`src/rtl/inst_fetch.sv`:
```
// inst_fetch: PC owner and 2-entry decode queue behind the instruction cache.
// Build option FETCH_RVC_EN enables compressed (16-bit) instruction support;
// without it every instruction is 32-bit and the PC always steps by 4.
module inst_fetch #(
   parameter logic [63:0] RESET_PC = 64'h0000_0000_0000_1000,
   parameter int          QDEPTH   = 2
) (
   input  logic        clk,
   input  logic        rst_n,
   input  logic        redirect,
   input  logic [63:0] redirect_pc,
   input  logic        fence_i,
   output logic [63:0] ic_pc,
   output logic        ic_invalid,
   input  logic        ic_inst_valid,
   input  logic [31:0] ic_inst,
   input  logic        ic_inst_comp,
   output logic        dec_valid,
   input  logic        dec_ready,
   output logic [63:0] dec_pc,
   output logic [31:0] dec_inst,
   output logic        dec_comp
);
   localparam logic [1:0] DEPTH = 2'(QDEPTH);
   typedef struct packed {
      logic [63:0] pc;
      logic [31:0] inst;
      logic        comp;
   } entry_t;
   entry_t      q_q [2];
   entry_t      q_d [2];
   logic [63:0] pc_q, pc_d, step, redir_pc;
   logic [31:0] inst_in;
   logic [1:0]  cnt_q, cnt_d;
   logic        rd_q, rd_d, wr_q, wr_d;
   logic        comp_in, push, pop, unused_ok;
`ifdef FETCH_RVC_EN
   assign comp_in   = ic_inst_comp;
   assign redir_pc  = {redirect_pc[63:1], 1'b0};
   assign unused_ok = redirect_pc[0];
`else
   assign comp_in   = 1'b0;
   assign redir_pc  = {redirect_pc[63:2], 2'b00};
   assign unused_ok = ^{redirect_pc[1:0], ic_inst_comp};
`endif
   assign inst_in    = comp_in ? {16'b0, ic_inst[15:0]} : ic_inst;
   assign step       = comp_in ? 64'd2 : 64'd4;
   assign dec_valid  = cnt_q != 2'd0;
   assign pop        = dec_valid & dec_ready;
   // fence_i also blocks push so a stray fence without redirect leaves pc untouched
   assign push       = ic_inst_valid & ~redirect & ~fence_i & ((cnt_q != DEPTH) | pop);
   assign ic_pc      = pc_q;
   assign ic_invalid = fence_i;
   assign {dec_pc, dec_inst, dec_comp} = q_q[rd_q];
   // next-state: enqueue/dequeue, PC step, redirect overrides everything
   always_comb begin
      q_d   = q_q;
      pc_d  = pc_q;
      rd_d  = pop ? ~rd_q : rd_q;
      wr_d  = push ? ~wr_q : wr_q;
      cnt_d = cnt_q + {1'b0, push} - {1'b0, pop};
      if (push) begin
         q_d[wr_q] = '{pc: pc_q, inst: inst_in, comp: comp_in};
         pc_d      = pc_q + step;
      end
      if (redirect) begin
         pc_d  = redir_pc;
         cnt_d = 2'd0;
         rd_d  = 1'b0;
         wr_d  = 1'b0;
      end
   end
   // state registers, asynchronously cleared so fetch restarts at RESET_PC
   always_ff @(posedge clk or negedge rst_n) begin
      if (!rst_n) begin
         pc_q  <= RESET_PC;
         cnt_q <= 2'd0;
         rd_q  <= 1'b0;
         wr_q  <= 1'b0;
         q_q   <= '{default: '0};
      end else begin
         pc_q  <= pc_d;
         cnt_q <= cnt_d;
         rd_q  <= rd_d;
         wr_q  <= wr_d;
         q_q   <= q_d;
      end
   end
endmodule

```
`config.mk`:
```
export PLATFORM = sky130hd
export DESIGN_NAME = inst_fetch
export DESIGN_NICKNAME = d
export VERILOG_FILES = /design/src/rtl/inst_fetch.sv
export SDC_FILE = /design/constraint.sdc
export NUM_CORES = 1
export LEC_CHECK = 0
export BUFFER_PORTS_ARGS = -buffer_cell sky130_fd_sc_hd__buf_2
export CORE_ASPECT_RATIO = 0.8
export CORE_MARGIN = 3
export CORE_UTILIZATION = 50
export CTS_BUF_LIST = sky130_fd_sc_hd__clkbuf_8 sky130_fd_sc_hd__clkbuf_16
export CTS_CLUSTER_SIZE = 25
export DETAILED_ROUTE_END_ITERATION = 10
export PLACE_DENSITY = 0.75
export SYNTH_ARGS = -nofsm -noshare
export SYNTH_HDL_FRONTEND = slang
export SYNTH_SLANG_ARGS = --single-unit
```
`constraint.sdc`:
```
create_clock -name clk -period 5.7 [get_ports clk]
set_input_delay 0.855 -clock clk [delete_from_list [all_inputs] [get_ports clk]]
set_output_delay 0.855 -clock clk [all_outputs]
set_load 0.02 [all_outputs]
```
; ---- Yosys cells after proc, flatten, opt, wreduce, memory -nomap -nowiden
; Cells that the tools add are included.
[classes]
add_sub_neg = 3
reduce_logical = 4
magnitude_cmp = 3
n_mux = 13
n_eq_ne = 1
n_bitwise = 11
[op_table]
columns = op, n
row1 = 97-bit 2-to-1 mux, 4
row2 = 194-bit bitwise mux, 1
row3 = 64-bit 2-to-1 mux, 2
row4 = 97-bit demux with 1-bit select, 1
row5 = 64-bit by 3-bit adder with 64-bit output (second input constant), 1
row6 = 2-bit nonzero test, 3
row7 = 1-bit AND, 4
row8 = 2-bit greater-or-equal comparator (second input constant), 2
row9 = 1-bit 2-to-1 mux, 4
row10 = 1-bit NOT, 4
row11 = 1-bit NOT with 2-bit output, 2
row12 = 2-bit by 1-bit adder with 2-bit output, 1
row13 = 2-bit by 1-bit < comparator with 1-bit output (second input constant), 1
row14 = 2-bit 2-to-1 mux, 1
row15 = 2-bit != test (second input constant), 1
row16 = 2-bit by 1-bit subtractor with 2-bit output, 1
row17 = 1-bit logical AND, 1
row18 = 1-bit bitwise OR, 1
[word_totals]
out_inout_bits = 163
elab_cells = 45
register_bits = 262

; ---- Logic depth before layout (Yosys ltp)
[depth]
depth_word = 7
ltp_mapped = 8
mapped_depth_nobuf = 8

; ---- Worst setup path after synthesis
; No wires, ideal clock.
[synth_timing]
path_type = input to register
start = in fence_i
end = reg q_q[36] in the netlist's numbering
cell_stages = 7
arrival_ns = 2.564
slack_ns = 3.012
setup_ns = 0.125
required_ns = 5.575
path_buffers = 3
path_cell_list = nand2b_1 -> nor2_1 -> and3_1 -> clkbuf_1 -> clkbuf_1 -> buf_2 -> mux2_2
[synth_between]
elab_chain_len = 3
[synth_rtl]
columns = element, line_no
row1 = from (decl), 12  ; input logic fence_i,
row2 = 1-bit NOT, 51  ; assign push = ic_inst_valid & ~redirect & ~fence_i & ((cnt_q != DEPTH) | pop);
row3 = 1-bit AND (2 in series), 51
row4 = to (signal assigned), 86  ; q_q <= q_d;
row5 = to (decl), 30  ; entry_t q_q [2];
; No other way between the ends.
; A chain may end at the register's enable or synchronous reset.

; ---- Worst setup path in the final report
[layout_timing]
start = reg rd_q
end = out dec_pc[58]
[layout_between]
elab_chain_len = 4
[layout_rtl]
columns = element, line_no
row1 = from (decl), 35  ; logic rd_q, rd_d, wr_q, wr_d;
row2 = from (signal assigned), 84  ; rd_q <= rd_d;
row3 = 1-bit NOT with 2-bit output (implied by the code), 54  ; assign {dec_pc, dec_inst, dec_comp} = q_q[rd_q];
row4 = 97-bit 2-to-1 mux (implied by the code) (3 in series), 54
row5 = to (decl), 20  ; output logic [63:0] dec_pc,
; No other way between the ends. The select of a mux whose other input is x is not followed.

==> impl_metrics.tcl <==
set metrics [dict create \
    row_count 50 \
    die_w_um 180 \
    crit_arrival_ns 2.66 \
    synth_top_area_cell "dfrtp_1" \
    dp_hpwl_um 21100 \
    cts_tree "done" \
    grt_max_degree 134 \
    synth_edf_count 0 \
    status "complete, no violations" \
    finalHoldViolCount 0 \
    crit_buf_inv 2 \
    p_int_mw 4.67 \
    synth.most_common_cell "mux2_2" \
    synth_common_cells "mux2_2, dfrtp_1, nand2_1" \
    dieHeight_um 145 \
    grt_pass1_vias 8992 \
    clock-sinks 254 \
    synth_area_sq_um 12100 \
    fin_skew_ns 0.0183 \
    avgRoutedWirePerCell_um 19.9 \
    synth-async-reset-ratio_pct 100 \
    cp-end-kind "output port" \
    slew_headroom_pct 23.7 \
    syn_avg_cell_area_sq_um 12.2 \
    r2r-end "ic_pc[54]" \
    synth_mux_area_share_pct 26.8 \
    period_needed_ns 3.51 \
    postLayoutCellArea_sq_um 14600 \
    rrSetupSlack_ns 2.28 \
    coreArea_sq_um 23600 \
    vias 8864 \
    fin_nets 1336 \
    cts_hold_buf 0 \
    grt-ovfl-total 0 \
    dp_slack_ns 1.97 \
    p_switching_mw 2.33 \
    maxCapViolations 0 \
    path_delay_family "flip-flops" \
    critPathSlowestCell "dfrtp_4" \
    drive_gt1_share_pct 48.8 \
    rr_startpoint "ic_pc[2]" \
    ios 266 \
    synth_top_area_share_pct 52.3 \
    synth_xor_area_share_pct 2.75 \
    synth_area_leaders "dfrtp_1, mux2_2, nand4_1" \
    cp.required_ns 4.85 \
    port_buffers 257 \
    tns_ns 0 \
    synth_cell_types 43 \
    die-area_sq_um 26100 \
    cp-start-kind "flip-flop" \
    initial_utilization_pct 51.3 \
    power_density_nw_per_um2 478 \
    path_cells "buf_4, mux2_2, buf_2" \
    gp_congestion 0.790 \
    first_pass_iters 5 \
    worst_pin_slew_ns 1.15 \
    synth_top_family_by_area "multiplexers" \
    postSynthCellCount 993 \
    dpl-instance-area_sq_um 13600 \
    hold_path_class "input pin to async pin" \
    whs_ns 0.398 \
    cts_buffer_depth 3 \
    ys_ff_latch 254 \
    ant_nets 0 \
    drc 0 \
    final.period_utilization_pct 61.7 \
    cts_buffers 27 \
    setup_viol 0 \
    synthAdderAreaFrac_pct 0.310 \
    seqPwrFrac_pct 40.3 \
    vias_per_cell 5.66 \
    cts_root_buf "clkbuf_16" \
    fmax_mhz 285 \
    drv_slew 0 \
    cts_max_level 1 \
    wirelength_um 31100 \
    worst_slack_ns 2.19 \
    ir_drop_v 0.000276 \
    synth_compound_area_share_pct 3.89 \
    grt.total_usage_pct 23.3 \
    ys_warn_count 0 \
    cts_setup_buffers 0 \
    drt-initial-drc-count 740 \
    fillers 1850 \
    cp_slowest_stage_delay_ns 1.08 \
    fin_util_pct 62.0 \
    syn_to_final_growth_pct 20.8 \
    power_frac_clock_pct 27.3 \
    leakagePower_nw 6.44 \
    yosys.area_share.simple_pct 11.1 \
    clock_latency_ns 0.53 \
    crit_type "flip-flop to output port" \
    yosysSeqAreaShare_pct 52.5 \
    cp_max_fo 72 \
    pwr-share-comb_pct 32.4 \
    clk_pin_slew_ns 0.07 \
    antenna_found_initial 3 \
    rr_worst_depth 6 \
    grt_pass1_wl_um 50100 \
    cts_resized 0 \
    rsz0062_at_grt "no" \
    sw_frac_of_total_pct 33.3 \
    synth_ff_type "dfrtp_1" \
]
[how the worst max path moves through the flow]
stage	startpoint	slack, ns	cells past startpoint	to
finish	rd_q	2.19	3	dec_pc[58]
global route	rd_q	1.97	3	dec_pc[53]
CTS	rd_q	2.03	3	dec_pc[53]
detailed placement	fence_i	1.97	7	q_q[79]
global placement	fence_i	2.01	7	q_q[76]
floorplan	fence_i	3.01	7	q_q[36]
[power by group through the flow]
stage               Combinational (mW)  Clock (mW)  Sequential [mW]
floorplan                         1.68           0             2.67
global placement                  2.24           0             2.80
detailed placement                2.28           0             2.85
CTS                               2.29        1.94             2.82
global route                      2.44        2.02             2.90
finish                            2.27        1.91             2.82
[kinds of logic (layout without fill, tap and decap cells)]
kind of cell / Yosys count / after routing
muxes: 289 / 289
and+or+nand+nor: 255 / 255
DFF: 254 / 254
AOI/OAI and AO/OA: 82 / 82
buffers and inverters: 71 / 325
xor gates and xnor gates: 38 / 38
adders and majority gates: 3 / 3
other: 1 / 8
[cell type report]
class | count | area (sq um) | share of cell area [%]
Clock buffer | 33 | 758 | 5.19
Timing Repair Buffer | 268 | 1390 | 9.52
Antenna cell | 3 | 7.51 | 0.0514
Inverter | 7 | 26.3 | 0.180
Sequential cell | 254 | 6360 | 43.5
Clock inverter | 17 | 223 | 1.52
Multi-Input combinational cell | 672 | 5460 | 37.4
Tap cell | 312 | 390 | 2.67
[worst register-to-register path: cells and delay by family, from the launching register on]
| family | cells | cell delay, ns |
|---|---|---|
| DFF | 1 | 0.55 |
| AOI/OAI and AO/OA | 1 | 0.18 |
| and+or+nand+nor | 4 | 2.25 |
| adders and majority gates | 1 | 0.35 |
[sequential cells by signal, summed over array words and instances (netlist names)]
register and flops:
q_q 188, rd_q 1, cnt_q 2, wr_q 1, ic_pc 62
[per-stage QoR]
step | std cells | total power [mW]
after floorplan | 997 | 4.35
after global placement | 1513 | 5.03
after detailed placement | 1513 | 5.13
after CTS | 1563 | 7.06
after global routing | 1565 | 7.36
final | 1566 | 6.99
[per-layer routing]
layer / up-vias / GRT usage, % / share of wire [%]
met1: 4450 / 33.5 / 45
met5: - / 0 / 0.023
met2: 298 / 36.2 / 46
li1: 4079 / - / -
met3: 35 / 6.04 / 7.7
met4: 2 / 4.17 / 1.6
[cells in the final DEF, fill, tap and decap left out, types with 5 or more instances in the layout]
cell and count:
a31oi_1 20, and3_1 5, buf_2 256, buf_4 10, bufinv_16 5, clkbuf_16 27
clkbuf_8 6, conb_1 5, dfrtp_1 252, inv_1 10, mux2_2 284, mux2i_1 5
nand2_1 67, nand3_1 30, nand4_1 41, nor2_1 39, nor3_1 9, nor4_1 13
o21ai_0 49, o31ai_1 7, or3_1 15, or4_1 11, xnor2_1 12, xor2_1 26
No activity file was read; power rests on OpenSTA's default activity.
